`config.mk`:
```
export PLATFORM = sky130hd
export DESIGN_NAME = agc_loop_controller
export DESIGN_NICKNAME = d
export VERILOG_FILES = /design/src/rtl/agc_loop_controller.sv
export SDC_FILE = /design/constraint.sdc
export NUM_CORES = 1
export LEC_CHECK = 0
export BUFFER_PORTS_ARGS = -buffer_cell sky130_fd_sc_hd__clkbuf_2
export CAP_MARGIN = 20
export CORE_ASPECT_RATIO = 0.75
export CORE_MARGIN = 10
export CORE_UTILIZATION = 55
export DETAILED_ROUTE_END_ITERATION = 10
export PLACE_DENSITY_LB_ADDON = 0.1
export SLEW_MARGIN = 20
export SYNTH_ARGS = -nofsm -noshare
export SYNTH_HDL_FRONTEND = slang
export SYNTH_SLANG_ARGS = --single-unit
```
`constraint.sdc`:
```
create_clock -name clk -period 5.1 [get_ports clk]
set_clock_uncertainty 0.05 [all_clocks]
set_input_delay 0.51 -clock clk [delete_from_list [all_inputs] [get_ports clk]]
set_output_delay 0.51 -clock clk [all_outputs]
set_load 0.05 [all_outputs]
```
`src/rtl/agc_loop_controller.sv`:
```
// Closed-loop AGC gain controller: averages a 2^LOG2_WIN magnitude window, steps gain toward target.
// Latency: new gain two cycles after the last window sample; no backpressure, samples in UPDATE are dropped.
module agc_loop_controller #(
  parameter int unsigned LOG2_WIN     = 6,
  parameter int unsigned MU_SHIFT     = 4,
  parameter logic [15:0] GAIN_INIT    = 16'h0100,
  parameter logic [15:0] GAIN_MIN     = 16'h0010,
  parameter logic [15:0] GAIN_MAX     = 16'h7F00,
  parameter logic [15:0] LOCK_TOL     = 16'h0010,
  parameter int unsigned LOCK_WINDOWS = 4
) (
  input  logic        clk,
  input  logic        rst_n,
  input  logic        enable,
  input  logic [15:0] target,
  input  logic        mag_valid,
  input  logic [15:0] magnitude,
  output logic [15:0] gain,
  output logic        gain_update,
  output logic        locked,
  output logic        busy
);

  localparam int unsigned ACC_W = 16 + LOG2_WIN;
  localparam int unsigned LCK_W = $clog2(LOCK_WINDOWS + 1);
  localparam logic [LCK_W-1:0] LOCK_MAX = LCK_W'(LOCK_WINDOWS);

  typedef enum logic [1:0] {S_IDLE, S_ACCUM, S_UPDATE} state_t;

  state_t              state_q, state_d;
  logic [ACC_W-1:0]    acc_q, acc_d;
  logic [LOG2_WIN-1:0] cnt_q, cnt_d;
  logic [LCK_W-1:0]    lock_cnt_q, lock_cnt_d;
  logic [15:0]         gain_q, gain_d;
  logic                gain_update_q, gain_update_d;
  logic                locked_q, locked_d;

  logic [15:0]         avg;
  logic signed [16:0]  err;
  logic signed [16:0]  step;
  logic signed [16:0]  err_abs;
  logic signed [17:0]  sum;
  logic [15:0]         gain_new;
  logic                in_tol;

  assign avg     = acc_q[ACC_W-1:LOG2_WIN];
  assign err     = $signed({1'b0, target}) - $signed({1'b0, avg});
  assign step    = err >>> MU_SHIFT;
  assign sum     = $signed({2'b00, gain_q}) + $signed({step[16], step});
  assign err_abs = err[16] ? -err : err;
  assign in_tol  = (err_abs <= $signed({1'b0, LOCK_TOL}));

  // Sum is 18-bit signed so a large negative step cannot wrap past GAIN_MIN.
  always_comb begin
    gain_new = sum[15:0];
    if (sum < $signed({2'b00, GAIN_MIN})) begin
      gain_new = GAIN_MIN;
    end else if (sum > $signed({2'b00, GAIN_MAX})) begin
      gain_new = GAIN_MAX;
    end
  end

  always_comb begin
    state_d       = state_q;
    acc_d         = acc_q;
    cnt_d         = cnt_q;
    lock_cnt_d    = lock_cnt_q;
    gain_d        = gain_q;
    gain_update_d = 1'b0;
    locked_d      = locked_q;
    case (state_q)
      S_IDLE: begin
        acc_d = '0;
        cnt_d = '0;
        if (enable) state_d = S_ACCUM;
      end
      S_ACCUM: begin
        if (!enable) begin
          state_d    = S_IDLE;
          acc_d      = '0;
          cnt_d      = '0;
          lock_cnt_d = '0;
          locked_d   = 1'b0;
        end else if (mag_valid) begin
          acc_d = acc_q + ACC_W'(magnitude);
          cnt_d = cnt_q + LOG2_WIN'(1);
          if (cnt_q == '1) state_d = S_UPDATE;
        end
      end
      S_UPDATE: begin
        acc_d         = '0;
        cnt_d         = '0;
        gain_d        = gain_new;
        gain_update_d = 1'b1;
        if (!in_tol) begin
          lock_cnt_d = '0;
        end else if (lock_cnt_q != LOCK_MAX) begin
          lock_cnt_d = lock_cnt_q + LCK_W'(1);
        end
        locked_d = (lock_cnt_d == LOCK_MAX);
        state_d  = enable ? S_ACCUM : S_IDLE;
      end
      default: begin
        state_d = S_IDLE;
      end
    endcase
  end

  always_ff @(posedge clk or negedge rst_n) begin
    if (!rst_n) begin
      state_q       <= S_IDLE;
      acc_q         <= '0;
      cnt_q         <= '0;
      lock_cnt_q    <= '0;
      gain_q        <= GAIN_INIT;
      gain_update_q <= 1'b0;
      locked_q      <= 1'b0;
    end else begin
      state_q       <= state_d;
      acc_q         <= acc_d;
      cnt_q         <= cnt_d;
      lock_cnt_q    <= lock_cnt_d;
      gain_q        <= gain_d;
      gain_update_q <= gain_update_d;
      locked_q      <= locked_d;
    end
  end

  assign gain        = gain_q;
  assign gain_update = gain_update_q;
  assign locked      = locked_q;
  assign busy        = (state_q != S_IDLE);

endmodule

```
Word-level counts from Yosys, hierarchy flattened
Index checks and enable logic that the tools add are counted.
Storage, ports and cells
  input port bits: 36
  bits in registers: 51
  memory bits (read-only): 0
  word-level logic and storage cells: 56
  memories: 0
  memory bits (writable): 0
  bits in latches: 0
Operators by class
  add/sub/neg operators: 6
  equality and inequality tests: 9
  reduce and logical (&&, ||, !) cells: 8
  multiply operators: 0
  bitwise logic cells: 0
  multiplexer cells: 23
  magnitude comparators: 3
  shifts and indexed selects: 0
  divide/modulo/power cells: 0
Operator list (number)
  2-to-1 mux 22 bit: 2
  one-hot mux 22 bit (2 select lines): 1
  2-to-1 mux 16 bit: 2
  adder 22 x 16 -> 22 bit: 1
  adder 17 x 13 -> 18 bit: 1
  > comparator 18 x 16 -> 1 bit (second input constant): 1
  < comparator 18 x 6 -> 1 bit (second input constant): 1
  <= comparator 17 x 6 -> 1 bit (second input constant): 1
  2-to-1 mux 17 bit: 1
  negation 17 bit: 1
  subtractor 16 x 16 -> 17 bit: 1
  2-to-1 mux 3 bit: 4
  2-to-1 mux 6 bit: 2
  one-hot mux 6 bit (2 select lines): 1
  != test 3 bit (second input constant): 3
  2-to-1 mux 2 bit: 4
  adder 6 x 1 -> 6 bit (second input constant): 1
  equality test 6 bit (second input constant): 1
  one-hot mux 2 bit (3 select lines): 1
  one-hot mux 3 bit (2 select lines): 1
  nonzero test 2 bit: 3
  != test 2 bit (second input constant): 2
  AND reduction 2 bit: 2
  adder 3 x 1 -> 3 bit (second input constant): 1
  other kinds (8): 10

Logic depth before layout (Yosys ltp)
Gate-level depths: netlist (run 1).
  word-level depth: 8
  mapped depth: 23

Worst setup path after synthesis (run 1)
Ideal clock, no wire load.
  path kind: input to register
  start: input target[0]
  end: register gain_q[2] (netlist: gain[2])
  buffers on the path: 1
  setup time: 121 ps
  slack: -187 ps
  stages on the path: 23
  data required time: 4929 ps
  arrival time: 5116 ps
  cell sequence: inv_1 > ha_1 > inv_1 > fa_1 > a211oi_1 > o21ai_0 > a211oi_1 > nor3_1 > nor3_1 > inv_1 > ha_1 > clkdlybuf4s50_2 > o211ai_1 > inv_1 > nand2_1 > nand2_1 > a31oi_1 > o21ai_1 > xnor2_1 > nand2_1 > o31ai_2 > nor3b_4 > a22o_1
Between the ends
  word-level cells in the longest chain between the ends: 5
  elaborated cells on any way between the ends: 6
  classes of those cells: add/sub (2); order compare (2); mux (2)
RTL lines
  from (decl): RTL line 15  | input logic [15:0] target,
  subtractor 16 x 16 -> 17 bit (*): RTL line 47  | assign err = $signed({1'b0, target}) - $signed({1'b0, avg});
  adder 17 x 13 -> 18 bit (*): RTL line 49  | assign sum = $signed({2'b00, gain_q}) + $signed({step[16], step});
  > comparator 18 x 16 -> 1 bit: RTL line 58  | end else if (sum > $signed({2'b00, GAIN_MAX})) begin
  2-to-1 mux 16 bit: RTL line 58
  2-to-1 mux 16 bit (*): RTL line 56  | if (sum < $signed({2'b00, GAIN_MIN})) begin
  to (signal assigned): RTL line 123  | gain_q <= gain_d;
  to (decl): RTL line 34  | logic [15:0] gain_q, gain_d;
Mark *: on every way between the ends. The rest lies on a longest branch, timed or not.
A chain may end at the register's enable or synchronous reset.

Worst setup path in the final report (run 1)
  start: register acc_q[6]
  end: register gain_q[7] (netlist: gain[7])
Between the ends
  word-level cells in the longest chain between the ends: 5
  elaborated cells on any way between the ends: 6
  classes of those cells: add/sub (2); order compare (2); mux (2)
RTL lines
  from (decl): RTL line 31  | logic [ACC_W-1:0] acc_q, acc_d;
  from (signal assigned): RTL line 112  | acc_q <= '0;
  from (signal assigned): RTL line 120  | acc_q <= acc_d;
  subtractor 16 x 16 -> 17 bit (*): RTL line 47
  adder 17 x 13 -> 18 bit (*): RTL line 49
  > comparator 18 x 16 -> 1 bit: RTL line 58
  2-to-1 mux 16 bit: RTL line 58
  2-to-1 mux 16 bit (*): RTL line 56
Marks and branches as above.

==> results of run 1 <==
per-layer routing:
metal | global-route usage, % | part of all wire [%] | vias to the layer above
li1 | - | - | 2530
met4 | 2.79 | 0.54 | 0
met3 | 3.46 | 5.1 | 10
met1 | 27.3 | 51 | 2398
met5 | 0 | 0 | -
met2 | 30.2 | 44 | 119
timing repair:
item	in CTS	in global routing
setup buffers	0	10
gates resized for setup	0	25
endpoints found under the setup margin	0	15
synthesized netlist by cell type, types with 11 or more instances:
cell type / n / area share, %
nand3_1: 14 / 1.3
a21o_1: 14 / 2.0
nand2_1: 59 / 4.1
o21ai_0: 51 / 4.8
nor2_1: 31 / 2.2
xor2_1: 13 / 2.1
dfrtp_1: 50 / 23
a22o_1: 11 / 1.8
ha_1: 53 / 12
a21oi_1: 42 / 3.9
inv_1: 46 / 3.2
xnor2_1: 30 / 4.9
nor3_1: 14 / 1.3
critical path, stage by stage (launching register included):
cell and delay [ps]:
dfrtp_1 370, ha_1 170, inv_1 60, fa_2 390, a211oi_4 300, o21ai_2 110, a21o_1 210, a221o_1 380
xor2_2 180, buf_4 170, ha_1 270, o211ai_1 100, inv_1 110, nand2_1 110, o221ai_2 120, and4b_2 260
a311o_1 360, nand4b_1 250, o31ai_4 330, nor3b_4 80, buf_6 170, a22o_1 190
power by group through the flow:
stage / Sequential, mW / Clock [mW] / Combinational, mW
final: 0.426 / 0.367 / 0.719
after global routing: 0.428 / 0.389 / 0.790
after CTS: 0.426 / 0.374 / 0.677
after detailed placement: 0.434 / 0 / 0.673
after global placement: 0.433 / 0 / 0.659
after floorplan: 0.426 / 0 / 0.482
final timing paths:
| check | startpoint | endpoint | slack (ps) | cells after the start |
|---|---|---|---|---|
| max in group asynchronous | rst_n | gain[11]$_DFFE_PN0P_ | 4270 | 2 |
| setup reg to reg | acc_q[6]$_DFFE_PN0P_ | gain[7]$_DFFE_PN0P_ | 220 | 21 |
| hold reg to reg | acc_q[4]$_DFFE_PN0P_ | acc_q[4]$_DFFE_PN0P_ | 450 | 2 |
| min in group clk | enable | state_q[0]$_DFFE_PN0P_ | 420 | 2 |
| setup / recovery | acc_q[6]$_DFFE_PN0P_ | gain[7]$_DFFE_PN0P_ | 220 | 21 |
| hold / removal | rst_n | acc_q[7]$_DFFE_PN0P_ | 270 | 2 |
registers in the layout, indices dropped and copies added (netlist names):
name and cells:
state_q 2, lock_cnt_q 3, acc_q 22, cnt_q 6, gain_update 1, locked 1
gain 16
cells in the final DEF, fill, tap and decap left out, drive strengths merged, types with 11 or more instances in the layout:
cell type	instances
nand2	59
clkbuf	59
o21ai	58
ha	53
dfrtp	50
inv	50
a21oi	44
buf	42
nor2	31
xnor2	31
a21o	21
nor3	15
nand3	14
xor2	14
and3	12
a22o	11
cells by family after synthesis:
family,after synthesis,synth area share (%)
compound gates,231,30.6
xor+xnor,45,7.66
fa+ha+maj,56,13.5
buf+inv,66,5.95
flops,51,23.9
mux,2,0.375
simple gates,185,18.0
layout make-up:
cell class                 count  area share [%]
sequential                    51            20.5
clock buffer                   5            2.00
inverter                      48            2.89
timing repair buffer          96            9.44
clock inverter                 3           0.461
tap                          132            2.64
multi-input combinational    519            62.1
metrics by stage:
stage | area, um^2 | utilization, % | setup slack, ps
finish | 6240 | 65.2 | 218
global route | 6240 | 65.2 | -47.3
CTS | 6070 | 63.3 | 121
detailed placement | 5910 | 61.7 | -66.0
global placement | 5910 | 61.7 | 89.8
floorplan | 5380 | - | 31.3
==> impl_results.md, run 1 <==
* Hold-fix buffers, CTS at 0
* Final RePlAce weighted congestion at 0.952
* Clock Power Share at 24.3%
* Vias in the first global route at 4855
* Max Cap Viol at 0
* Multi-input combinational cell area at 3880 um^2
* Starting density of the core at 55.8%
* Core area at 9580 um^2
* CTS max path bufs at 2
* # rows at 31
* Synth Instances at 636
* Fin nets at 813
* Post-synth cell types at 85
* Detailed-route via count at 5057
* Flop pwr share at 28.2%
* Worst Path Required at 5240 ps
* RSZ-0062 raised after global routing: yes
* Crit-path max FO at 6
* Critical path startpoint category: flop
* Router iterations before antenna repair at 5
* Worst-path clk slew at 70 ps
* Gr usage total at 19.2%
* Internal power at 925 uW
* Vias per inst at 5.92
* Synthesized area at 5340 um^2
* Ys async rst share at 100%
* DIE WIDTH at 134 um
* Fillers at 848
* Synthesized Nets at 728
* Crit end category: flop
* Fmax at 205 MHz
* Worst VDD drop at 0.125 mV
* Worst-margin pin slew at 1090 ps
* Area Growth Syn to Fin at 16.9%
* Number of DRC markers in iteration 0 at 332
* Mapped Avg Cell Area at 8.40 um^2
* Largest net degree at the start of global routing at 52
* Net Sw Power at 587 uW
* Worst hold margin at 275 ps
* Remaining antenna violation count at 0
* Total grt overflow at 0
* IO Pins at 55
* Endpoints failing setup at 0
* Total power at 1.51 mW
* PortBufs at 54
* Ant diodes at 0
* Drt total wl at 14000 um
* Detailed Place HPWL at 10900 um
* First-pass GRT wire length at 23300 um
* Combinational share of power at 47.6%
* Layout Cells excl Fill at 854
* Setup TNS at 0 ps
* Worst skew pair latency at 300 ps
* H-tree lvl count at 2
* CTS tree: built
* Setup Crit Path Kind: flop to flop
* Sw frac at 38.8%
* Status: finished clean
* Post-detailed-route DRC marker count at 0
* Tcrit/Tclk final at 95.7%
* Layout cell share with drive strength beyond 1 at 23.7%
* Slew Limit Fails at 0
* Storage element area at 1280 um^2
* Chip Height at 105 um
* Tmin final at 4880 ps
* Worst relative slew slack at 27.1%
* Final Hold Vio Count at 0
* Power per cell area at 242 nW/um^2
* Leakage dissipation at 2.89 nW
* Register area share after synthesis at 23.9%
* Placed instance count at 836
* Post-synth EDFFs at 0
* Routed length per instance at 16.3 um
* Worst min-delay path class: input port to asynchronous set/reset pin
* #FFs+latches synth at 51
* TritonCTS Buffers at 5
* Yosys warnings at 0
* Dominant register cell in the synthesized netlist: dfrtp_1
* Die area at 14100 um^2
* Root Driver: clkbuf_16
* Antenna violations before repair at 0
* Worst Path Arrival at 5020 ps
* CTS Sinks at 51
No activity file was read; power rests on OpenSTA's default activity.
==> run 2: changes to the inputs <==
Settings changed: BUFFER_PORTS_ARGS -buffer_cell sky130_fd_sc_hd__clkbuf_2 to unset, CORE_UTILIZATION 55 to 59, DONT_BUFFER_PORTS set to 1.
==> impl_results.md, run 2 (synthesis results as in run 1) <==
* Status: finished clean
* Worst Path Required at 5290 ps (+50 ps)
* Reg-to-Reg Start: acc_q[6]$_DFFE_PN0P_
* # rows at 29 (-6.5%)
* Flop pwr share at 29.0% (+0.8 points)
* Finished Core Util at 68.1% (+2.9 points)
* Fmax at 204 MHz (-0.47%)
* Worst Path Arrival at 5090 ps (+70 ps)
* CTS tree: built
* Vias in the first global route at 4656 (-4.1%)
* Tmin final at 4900 ps (+23.0 ps)
* Largest net degree at the start of global routing at 51 (-1.9%)
* Setup TNS at 0 ps (unchanged)
* H-tree lvl count at 2 (unchanged)
* Worst r2r path cells at 20 (-4.8%)
* Placement Cell Area at 5530 um^2 (-6.5%)
* CTS Sinks at 51 (unchanged)
* Placed instance count at 747 (-11%)
* Net Sw Power at 577 uW (-1.7%)
* Worst-margin pin slew at 1070 ps (-25.7 ps)
* Detailed Place HPWL at 10700 um (-2.6%)
* Sw frac at 39.2% (+0.38 points)
* RSZ-0062 raised after global routing: no
* Worst hold margin at 2.83 ps (-272 ps)
* Ant diodes at 0 (unchanged)
* Worst path cell trace: ha_1 -> inv_1 -> fa_2 -> a211oi_2 -> o21ai_2 -> a21o_1 -> a221o_1 -> xor2_2 -> ha_1 -> a21oi_2 -> o21bai_1 -> a21o_2 -> a21o_2 -> a21oi_1 -> nor2_1 -> a311o_1 -> and4_4 -> a41oi_4 -> nor3b_4 -> a22o_1
* Worst-path clk slew at 80 ps (about the same)
* DIE WIDTH at 130 um (-2.9%)
* TritonCTS Buffers at 5 (unchanged)
* Combinational share of power at 46.7% (-0.9 points)
* Core area at 8640 um^2 (-9.9%)
* Die area at 13300 um^2 (-5.6%)
* Fin nets at 745 (-8.4%)
* Area Growth Syn to Fin at 10.1%
* Worst VDD drop at 0.134 mV (+7.5%)
* Worst path top cell family by delay: compound AO/OA/AOI/OAI gates
* Worst skew pair latency at 310 ps (about the same)
* Chip Height at 102 um (-2.8%)
* Detailed-route via count at 4936 (-2.4%)
* Worst relative slew slack at 28.8% (+1.7 points)
* Starting density of the core at 61.9% (+6.1 points)
* Gr usage total at 20.8% (+1.6 points)
* Slew Limit Fails at 0 (unchanged)
* CTS max path bufs at 2 (unchanged)
* Root Driver: clkbuf_16
* Crit end category: flop
* Slowest cell on crit path: dfrtp_1
* Setup Crit Path Kind: flop to flop
* Drt total wl at 13900 um (-0.64%)
* Routed length per instance at 18.2 um (+11%)
* IO Pins at 55 (unchanged)
* Remaining antenna violation count at 0 (unchanged)
* Vias per inst at 6.48 (+9.4%)
* Clock Power Share at 24.3% (about the same)
* Endpoints failing setup at 0 (unchanged)
* Commonest non-fill, non-tap cell in the layout: nand2_1
* Pre-CTS WS at -159 ps (-92.7 ps)
* Fin area at 5880 um^2 (-5.8%)
* Final RePlAce weighted congestion at 0.867 (-8.9%)
* Total grt overflow at 0 (unchanged)
* Worst min-delay path class: input port to asynchronous set/reset pin
* Total power at 1.47 mW (-2.7%)
* Register name with the most flops: acc_q
* Antenna violations before repair at 0 (unchanged)
* Layout cell share with drive strength beyond 1 at 16.4% (-7.3 points)
* Critical path startpoint category: flop
* Layout Cells excl Fill at 762 (-11%)
* PortBufs at 0 (-100%)
* Post-detailed-route DRC marker count at 0 (unchanged)
* Crit-path max FO at 6 (unchanged)
* Reg-to-reg endpoint: gain[1]$_DFFE_PN0P_
* Tcrit/Tclk final at 96.2% (+0.45 points)
* Leakage dissipation at 2.60 nW (-10%)
* Commonest non-fill, non-tap cells in the layout: nand2_1, o21ai_0, ha_1, dfrtp_1, inv_1
* R2R Setup Slk at 200 ps (-20 ps)
* Max Cap Viol at 0 (unchanged)
* Number of DRC markers in iteration 0 at 369 (+11%)
* Router iterations before antenna repair at 5 (unchanged)
* Internal power at 894 uW (-3.3%)
* Slack of the critical path at 195 ps (-23.0 ps)
* Slowest stage delay, CP at 380 ps (about the same)
* Buf/Inv on CP at 1 (-3)
* Power per cell area at 250 nW/um^2 (+3.3%)
* Max reg flops at 22 (unchanged)
* First-pass GRT wire length at 22700 um (-2.3%)
* Final Hold Vio Count at 0 (unchanged)
-- run 2: power by group through the flow --
stage / combinational, mW / sequential [mW] / clock [mW]
after floorplan: 0.482 / 0.426 / 0
after global placement: 0.599 / 0.433 / 0
after detailed placement: 0.613 / 0.435 / 0
after CTS: 0.630 / 0.426 / 0.365
after global routing: 0.756 / 0.429 / 0.378
final: 0.686 / 0.426 / 0.358
-- run 2: cell type report --
class                           instances  area (um^2)
Multi-Input combinational cell        519         3910
Clock inverter                          3         25.0
Tap cell                              108          135
Timing Repair Buffer                   28          233
Fill cell                             713         2750
Sequential cell                        51         1280
Clock buffer                            5          125
Inverter                               48          180
-- run 2: layer usage --
metal	vias up	track usage (%)	part of all wire, %
li1	2392	-	-
met1	2368	29.3	47
met2	162	31.7	44
met3	14	4.97	8.0
met4	0	4.31	0.84
met5	-	0	0
-- run 2: worst max-delay path by stage --
stage / startpoint / to / depth (start not counted)
final: acc_q[6]$_DFFE_PN0P_ / gain[1]$_DFFE_PN0P_ / 20
after floorplan: target[0] / gain[1]$_DFFE_PN0P_ / 22
after CTS: acc_q[6]$_DFFE_PN0P_ / gain[1]$_DFFE_PN0P_ / 20
after global routing: acc_q[6]$_DFFE_PN0P_ / gain[1]$_DFFE_PN0P_ / 21
after detailed placement: target[0] / gain[2]$_DFFE_PN0P_ / 22
after global placement: target[0] / gain[0]$_DFFE_PN0P_ / 21
-- run 2: repair_timing --
action / CTS / global route
pin swaps: 0 / 9
setup endpoints to repair: 6 / 13
gates resized for setup: 1 / 28
hold buffers: 2 / 0
hold endpoints to repair: 50 / 0
buffers inserted: 0 / 5
